[config.mk]
export PLATFORM = sky130hd
export DESIGN_NAME = esc_decoder
export DESIGN_NICKNAME = d
export VERILOG_FILES = /design/src/rtl/esc_decoder.sv
export SDC_FILE = /design/constraint.sdc
export NUM_CORES = 1
export LEC_CHECK = 0
export BUFFER_PORTS_ARGS = -buffer_cell sky130_fd_sc_hd__buf_2
export CORE_AREA = 10 10 86 88
export DETAILED_ROUTE_END_ITERATION = 8
export DIE_AREA = 0 0 96 98
export GPL_ROUTABILITY_DRIVEN = 0
export PLACE_DENSITY = 0.68
export SLEW_MARGIN = 20
export SYNTH_ARGS = -nofsm -noshare
export SYNTH_HDL_FRONTEND = slang
export SYNTH_SLANG_ARGS = --single-unit
[constraint.sdc]
create_clock -name TxClkEsc -period 5.8 [get_ports TxClkEsc]
set_clock_uncertainty 0.2 [all_clocks]
set_input_delay 0.29 -clock TxClkEsc [delete_from_list [all_inputs] [get_ports TxClkEsc]]
set_output_delay 0.29 -clock TxClkEsc [all_outputs]
set_load 0.03 [all_outputs]
[src/rtl/esc_decoder.sv]
// Escape-mode trio-line decoder: synchronizes A/B/C, glitch-filters the line class,
// recovers one bit per mark and assembles LSB-first bytes with framing/error pulses.
module esc_decoder #(
    parameter int unsigned SyncStages   = 2,
    parameter int unsigned GlitchCycles = 2,
    parameter int unsigned SpaceTimeout = 64
) (
    input  logic       TxClkEsc,
    input  logic       RstN,
    input  logic       DecoderEn,
    input  logic       A,
    input  logic       B,
    input  logic       C,
    output logic [7:0] RxData,
    output logic       RxValid,
    output logic       ErrEsc,
    output logic       ErrSync,
    output logic       FrameEnd,
    output logic       Busy
);
    localparam int unsigned RunW = 4;
    localparam int unsigned ToW  = 8;
    localparam int unsigned BitW = 3;

    localparam logic [RunW-1:0] RunMax  = RunW'(GlitchCycles);
    localparam logic [ToW-1:0]  ToMax   = ToW'(SpaceTimeout);
    localparam logic [BitW-1:0] LastBit = BitW'(7);

    typedef enum logic [1:0] {
        ClsSpace   = 2'd0,
        ClsMark0   = 2'd1,
        ClsMark1   = 2'd2,
        ClsIllegal = 2'd3
    } lineClass_t;

    typedef enum logic [1:0] {
        StDisabled  = 2'd0,
        StWaitSpace = 2'd1,
        StSpace     = 2'd2,
        StMark      = 2'd3
    } state_t;

    logic [SyncStages-1:0] syncA;
    logic [SyncStages-1:0] syncB;
    logic [SyncStages-1:0] syncC;

    lineClass_t      lineCls;
    lineClass_t      prevCls;
    logic [RunW-1:0] runCnt;
    logic [RunW-1:0] runNext;
    logic            sameRun;
    logic            accepted;

    logic [ToW-1:0]  toCnt;
    logic            toHit;

    state_t          state;
    logic [BitW-1:0] bitCnt;
    logic [7:0]      shreg;
    logic [7:0]      shiftByte;
    logic            markBit;
    logic            isMark;
    logic            oppositeMark;

    // Multi-flop synchronizers on the asynchronous pad lines
    always_ff @(posedge TxClkEsc or negedge RstN) begin
        if (!RstN) begin
            syncA <= '0;
            syncB <= '0;
            syncC <= '0;
        end else begin
            syncA <= {syncA[SyncStages-2:0], A};
            syncB <= {syncB[SyncStages-2:0], B};
            syncC <= {syncC[SyncStages-2:0], C};
        end
    end

    always_comb begin
        lineCls = ClsIllegal;
        case ({syncA[SyncStages-1], syncB[SyncStages-1], syncC[SyncStages-1]})
            3'b000:  lineCls = ClsSpace;
            3'b100:  lineCls = ClsMark1;
            3'b001:  lineCls = ClsMark0;
            default: lineCls = ClsIllegal;
        endcase
    end

    // Run-length glitch filter: accept exactly once, when a run reaches GlitchCycles
    always_comb begin
        sameRun = (lineCls == prevCls);
        runNext = RunW'(1);
        if (sameRun) begin
            if (runCnt >= RunMax) begin
                runNext = RunMax;
            end else begin
                runNext = runCnt + RunW'(1);
            end
        end
        accepted = (runNext == RunMax) && !(sameRun && (runCnt == RunMax));

        markBit      = (lineCls == ClsMark1);
        isMark       = (lineCls == ClsMark0) || (lineCls == ClsMark1);
        oppositeMark = isMark && (markBit != shreg[7]);
        shiftByte    = {markBit, shreg[7:1]};
        toHit        = (state == StSpace) && (lineCls == ClsSpace) &&
                       (toCnt == ToMax - ToW'(1));
    end

    // Decoder FSM with registered status pulses; shreg[7] holds the current mark's bit
    always_ff @(posedge TxClkEsc or negedge RstN) begin
        if (!RstN) begin
            state    <= StDisabled;
            prevCls  <= ClsSpace;
            runCnt   <= '0;
            toCnt    <= '0;
            bitCnt   <= '0;
            shreg    <= '0;
            RxData   <= '0;
            RxValid  <= 1'b0;
            ErrEsc   <= 1'b0;
            ErrSync  <= 1'b0;
            FrameEnd <= 1'b0;
            Busy     <= 1'b0;
        end else begin
            RxValid  <= 1'b0;
            ErrEsc   <= 1'b0;
            ErrSync  <= 1'b0;
            FrameEnd <= 1'b0;
            prevCls  <= lineCls;

            if (!DecoderEn) begin
                state  <= StDisabled;
                runCnt <= '0;
                toCnt  <= '0;
                bitCnt <= '0;
                shreg  <= '0;
                Busy   <= 1'b0;
            end else begin
                runCnt <= (state == StDisabled) ? '0 : runNext;
                toCnt  <= '0;

                case (state)
                    StDisabled: begin
                        state <= StWaitSpace;
                        Busy  <= 1'b0;
                    end

                    StWaitSpace: begin
                        Busy <= 1'b0;
                        if (accepted && (lineCls == ClsSpace)) begin
                            state <= StSpace;
                        end
                    end

                    StSpace: begin
                        if (lineCls != ClsSpace) begin
                            toCnt <= '0;
                        end else if (toCnt != ToMax) begin
                            toCnt <= toCnt + ToW'(1);
                        end

                        if (accepted && isMark) begin
                            shreg <= shiftByte;
                            state <= StMark;
                            Busy  <= 1'b1;
                            if (bitCnt == LastBit) begin
                                RxData  <= shiftByte;
                                RxValid <= 1'b1;
                                bitCnt  <= '0;
                            end else begin
                                bitCnt <= bitCnt + BitW'(1);
                            end
                        end else if (accepted && (lineCls == ClsIllegal)) begin
                            ErrEsc <= 1'b1;
                            bitCnt <= '0;
                            state  <= StWaitSpace;
                            Busy   <= 1'b0;
                        end else if (toHit) begin
                            FrameEnd <= 1'b1;
                            ErrSync  <= (bitCnt != '0);
                            bitCnt   <= '0;
                            Busy     <= 1'b0;
                        end
                    end

                    StMark: begin
                        if (accepted) begin
                            if (lineCls == ClsSpace) begin
                                state <= StSpace;
                                Busy  <= (bitCnt != '0);
                            end else if ((lineCls == ClsIllegal) || oppositeMark) begin
                                ErrEsc <= 1'b1;
                                bitCnt <= '0;
                                state  <= StWaitSpace;
                                Busy   <= 1'b0;
                            end
                        end
                    end

                    default: begin
                        state <= StDisabled;
                        Busy  <= 1'b0;
                    end
                endcase
            end
        end
    end

endmodule
==> results_dict.tcl <==
set metrics [dict create \
    fin_nets 231 \
    synthMuxAreaShare_pct 10.1 \
    place_ws_ns 3.00 \
    synth_area_um2 2210 \
    drtAntennaViolNets 0 \
    start_util_pct 38.5 \
    post-route-period-util_pct 47.4 \
    area_growth_pct 12.6 \
    synth_compound_area_share_pct 9.73 \
    numCtsBuffers 5 \
    yosysWarnings 0 \
    min_from "syncB[0]" \
    crit_fanout 9 \
    rsz0062_at_grt "no" \
    fin_cells 294 \
    wl_per_cell_um 13.1 \
    syn_nets 208 \
    end_kind "flop" \
    cp.arrival_ns 2.74 \
    fp-row-count 28 \
    viasPerCell 4.83 \
    worst_pin_slew_ns 0.972 \
    start_kind "flop" \
    met2_usage_pct 12.9 \
    drt-pass1-iter-count 4 \
    finalMaxSlewViolations 0 \
    hp-class "reg -> reg" \
    dpl-instance-area_um2 2360 \
    synth_area_leaders "dfrtp_1, mux2_2, mux2i_1" \
    cts_resized 0 \
    r2r-start "runCnt[1]" \
    dp_cells 282 \
    yosysTopAreaCell "dfrtp_1" \
    p_total_mw 0.552 \
    setup_slack_ns 3.05 \
    root_buffer "clkbuf_8" \
    antenna_found_initial 0 \
    top_usage_layer "met2" \
    hold_viol 0 \
    grt_start_max_net_pins 46 \
    final_area_um2 2490 \
    seq_area_frac_synth_pct 50.9 \
    cts.sinks 45 \
    cts_buffer_depth 2 \
    grt_pass1_wl_um 6910 \
    cts-hold-fix-buffers 4 \
    crit_start "runCnt[1]" \
    synth-edff-count 0 \
    yosys.area_share.simple_pct 18.5 \
    clk_latency_ns 0.30 \
    cp.required_ns 5.79 \
    status "finished, final reports clean" \
    wl_um 3850 \
    ys.flop_type "dfrtp_1" \
    drive_gt1_share_pct 22.8 \
    tns_ns 0 \
    synth_common_cells "dfrtp_1, nor2_1, nand2_1" \
    cts_tree "yes" \
    drv_cap 0 \
    drtIter0Drc 87 \
    drc_errors 0 \
    syn_avg_cell_area_um2 11.3 \
    grt-ovfl-total 0 \
    yosysUniqueCellTypes 46 \
    ys_ff_latch 45 \
    p_per_area_nw_per_um2 222 \
    min_period_ns 2.75 \
    max_freq_ghz 0.364 \
    async_flop_share_pct 100 \
    synth_top_family_by_area "simple AND/OR/NAND/NOR gates" \
    leakagePower_nw 1.16 \
    num_vias 1421 \
    dieArea_um2 9410 \
    cts_setup_buffers 0 \
    vdd_drop_max_mv 0.142 \
    hpwlAfterDp_um 2810 \
    synthAdderAreaFrac_pct 4.41 \
    critPathKind "reg -> reg" \
    io_buffers 18 \
    maxSlewHeadroom_pct 35.2 \
    coreArea_um2 5750 \
    use_met3_pct 3.37 \
    path_clk_slew_ns 0.08 \
    setup_violations 0 \
    synth.most_common_cell "dfrtp_1" \
    synth_cells 195 \
    fp.dieH_um 98 \
    insertedDiodeCount 0 \
    track_usage_pct 8.94 \
    grt_pass1_vias 1421 \
    synth_xor_area_share_pct 3.17 \
    met1_usage_pct 12.0 \
    synth_top_area_share_pct 50.9 \
    die_w_um 96 \
    ioPinCount 19 \
    cts_htree_levels 2 \
]
[cell type report]
type / instances / area (um2)
Multi-Input combinational cell: 135 / 1020
Tap cell: 75 / 93.8
Timing Repair Buffer: 22 / 130
Inverter: 9 / 33.8
Clock inverter: 3 / 17.5
Sequential cell: 45 / 1130
Fill cell: 552 / 3260
Clock buffer: 5 / 68.8
[final timing paths]
kind	endpoint	slack, ns	cells past startpoint
max reg2reg	RxData[7]	3.05	5
max	RxData[7]	3.05	5
max in group asynchronous	ErrEsc	4.31	2
min in group asynchronous	toCnt[4]	0.49	2
min	syncB[1]	0.15	0
min reg2reg	syncB[1]	0.15	0
[registers in the layout, indices dropped and copies added, names as in the netlist]
name and flops:
FrameEnd 1, runCnt 4, toCnt 8, Busy 1, RxData 8, syncB 2
shreg 7, RxValid 1, state 2, bitCnt 3, syncC 2, syncA 2
prevCls 2, ErrSync 1, ErrEsc 1
[layout by cell type, fill, tap and decap left out, drive strengths merged, types with 3 or more instances in the layout]
cell type     n
nand3         8
mux2i        11
buf          18
inv           9
nor3          5
o21ai         4
clkbuf        5
or2           3
xnor2         4
nor4          3
nor2b         9
nand2        12
dlygate4sd3   4
xor2          4
mux2         10
a211oi        3
a21oi         4
nor2         23
ha            7
o21a          3
dfrtp        45
[worst max-delay path, cell delays in order (launching register included)]
cell	delay [ns]
dfrtp_1	0.42
ha_1	0.31
or4b_4	0.49
and3_4	0.20
nor4_4	0.60
mux2_2	0.41
[stage by stage]
stage                     hold slack (ns)  utilization (%)
after floorplan                    -0.206                -
after global placement              0.134             41.1
after detailed placement            0.135             41.1
after CTS                           0.147             43.3
after global routing                0.155             43.3
final                               0.151             43.3
[metal layers]
layer	routed length [um]	up-vias	share of wire (%)
li1	-	714	-
met1	1920	682	50
met2	1700	19	44
met3	172	6	4.5
met4	56	0	1.5
met5	0	-	0
[report_power, final]
group	internal, mW	switching, mW
combinational	0.0162	0.0225
sequential	0.318	0.00757
clock	0.0832	0.105
total	0.417	0.135
[kinds of logic (layout without fill, tap and decap cells)]
family,Yosys count,in the layout
AOI/OAI and AO/OA,23,23
muxes,21,21
xor gates and xnor gates,8,8
and+or+nand+nor,74,74
adders and majority gates,8,8
other,1,1
DFF,45,45
buffers and inverters,15,39
Note: power is estimated with default switching activity, not from simulation.
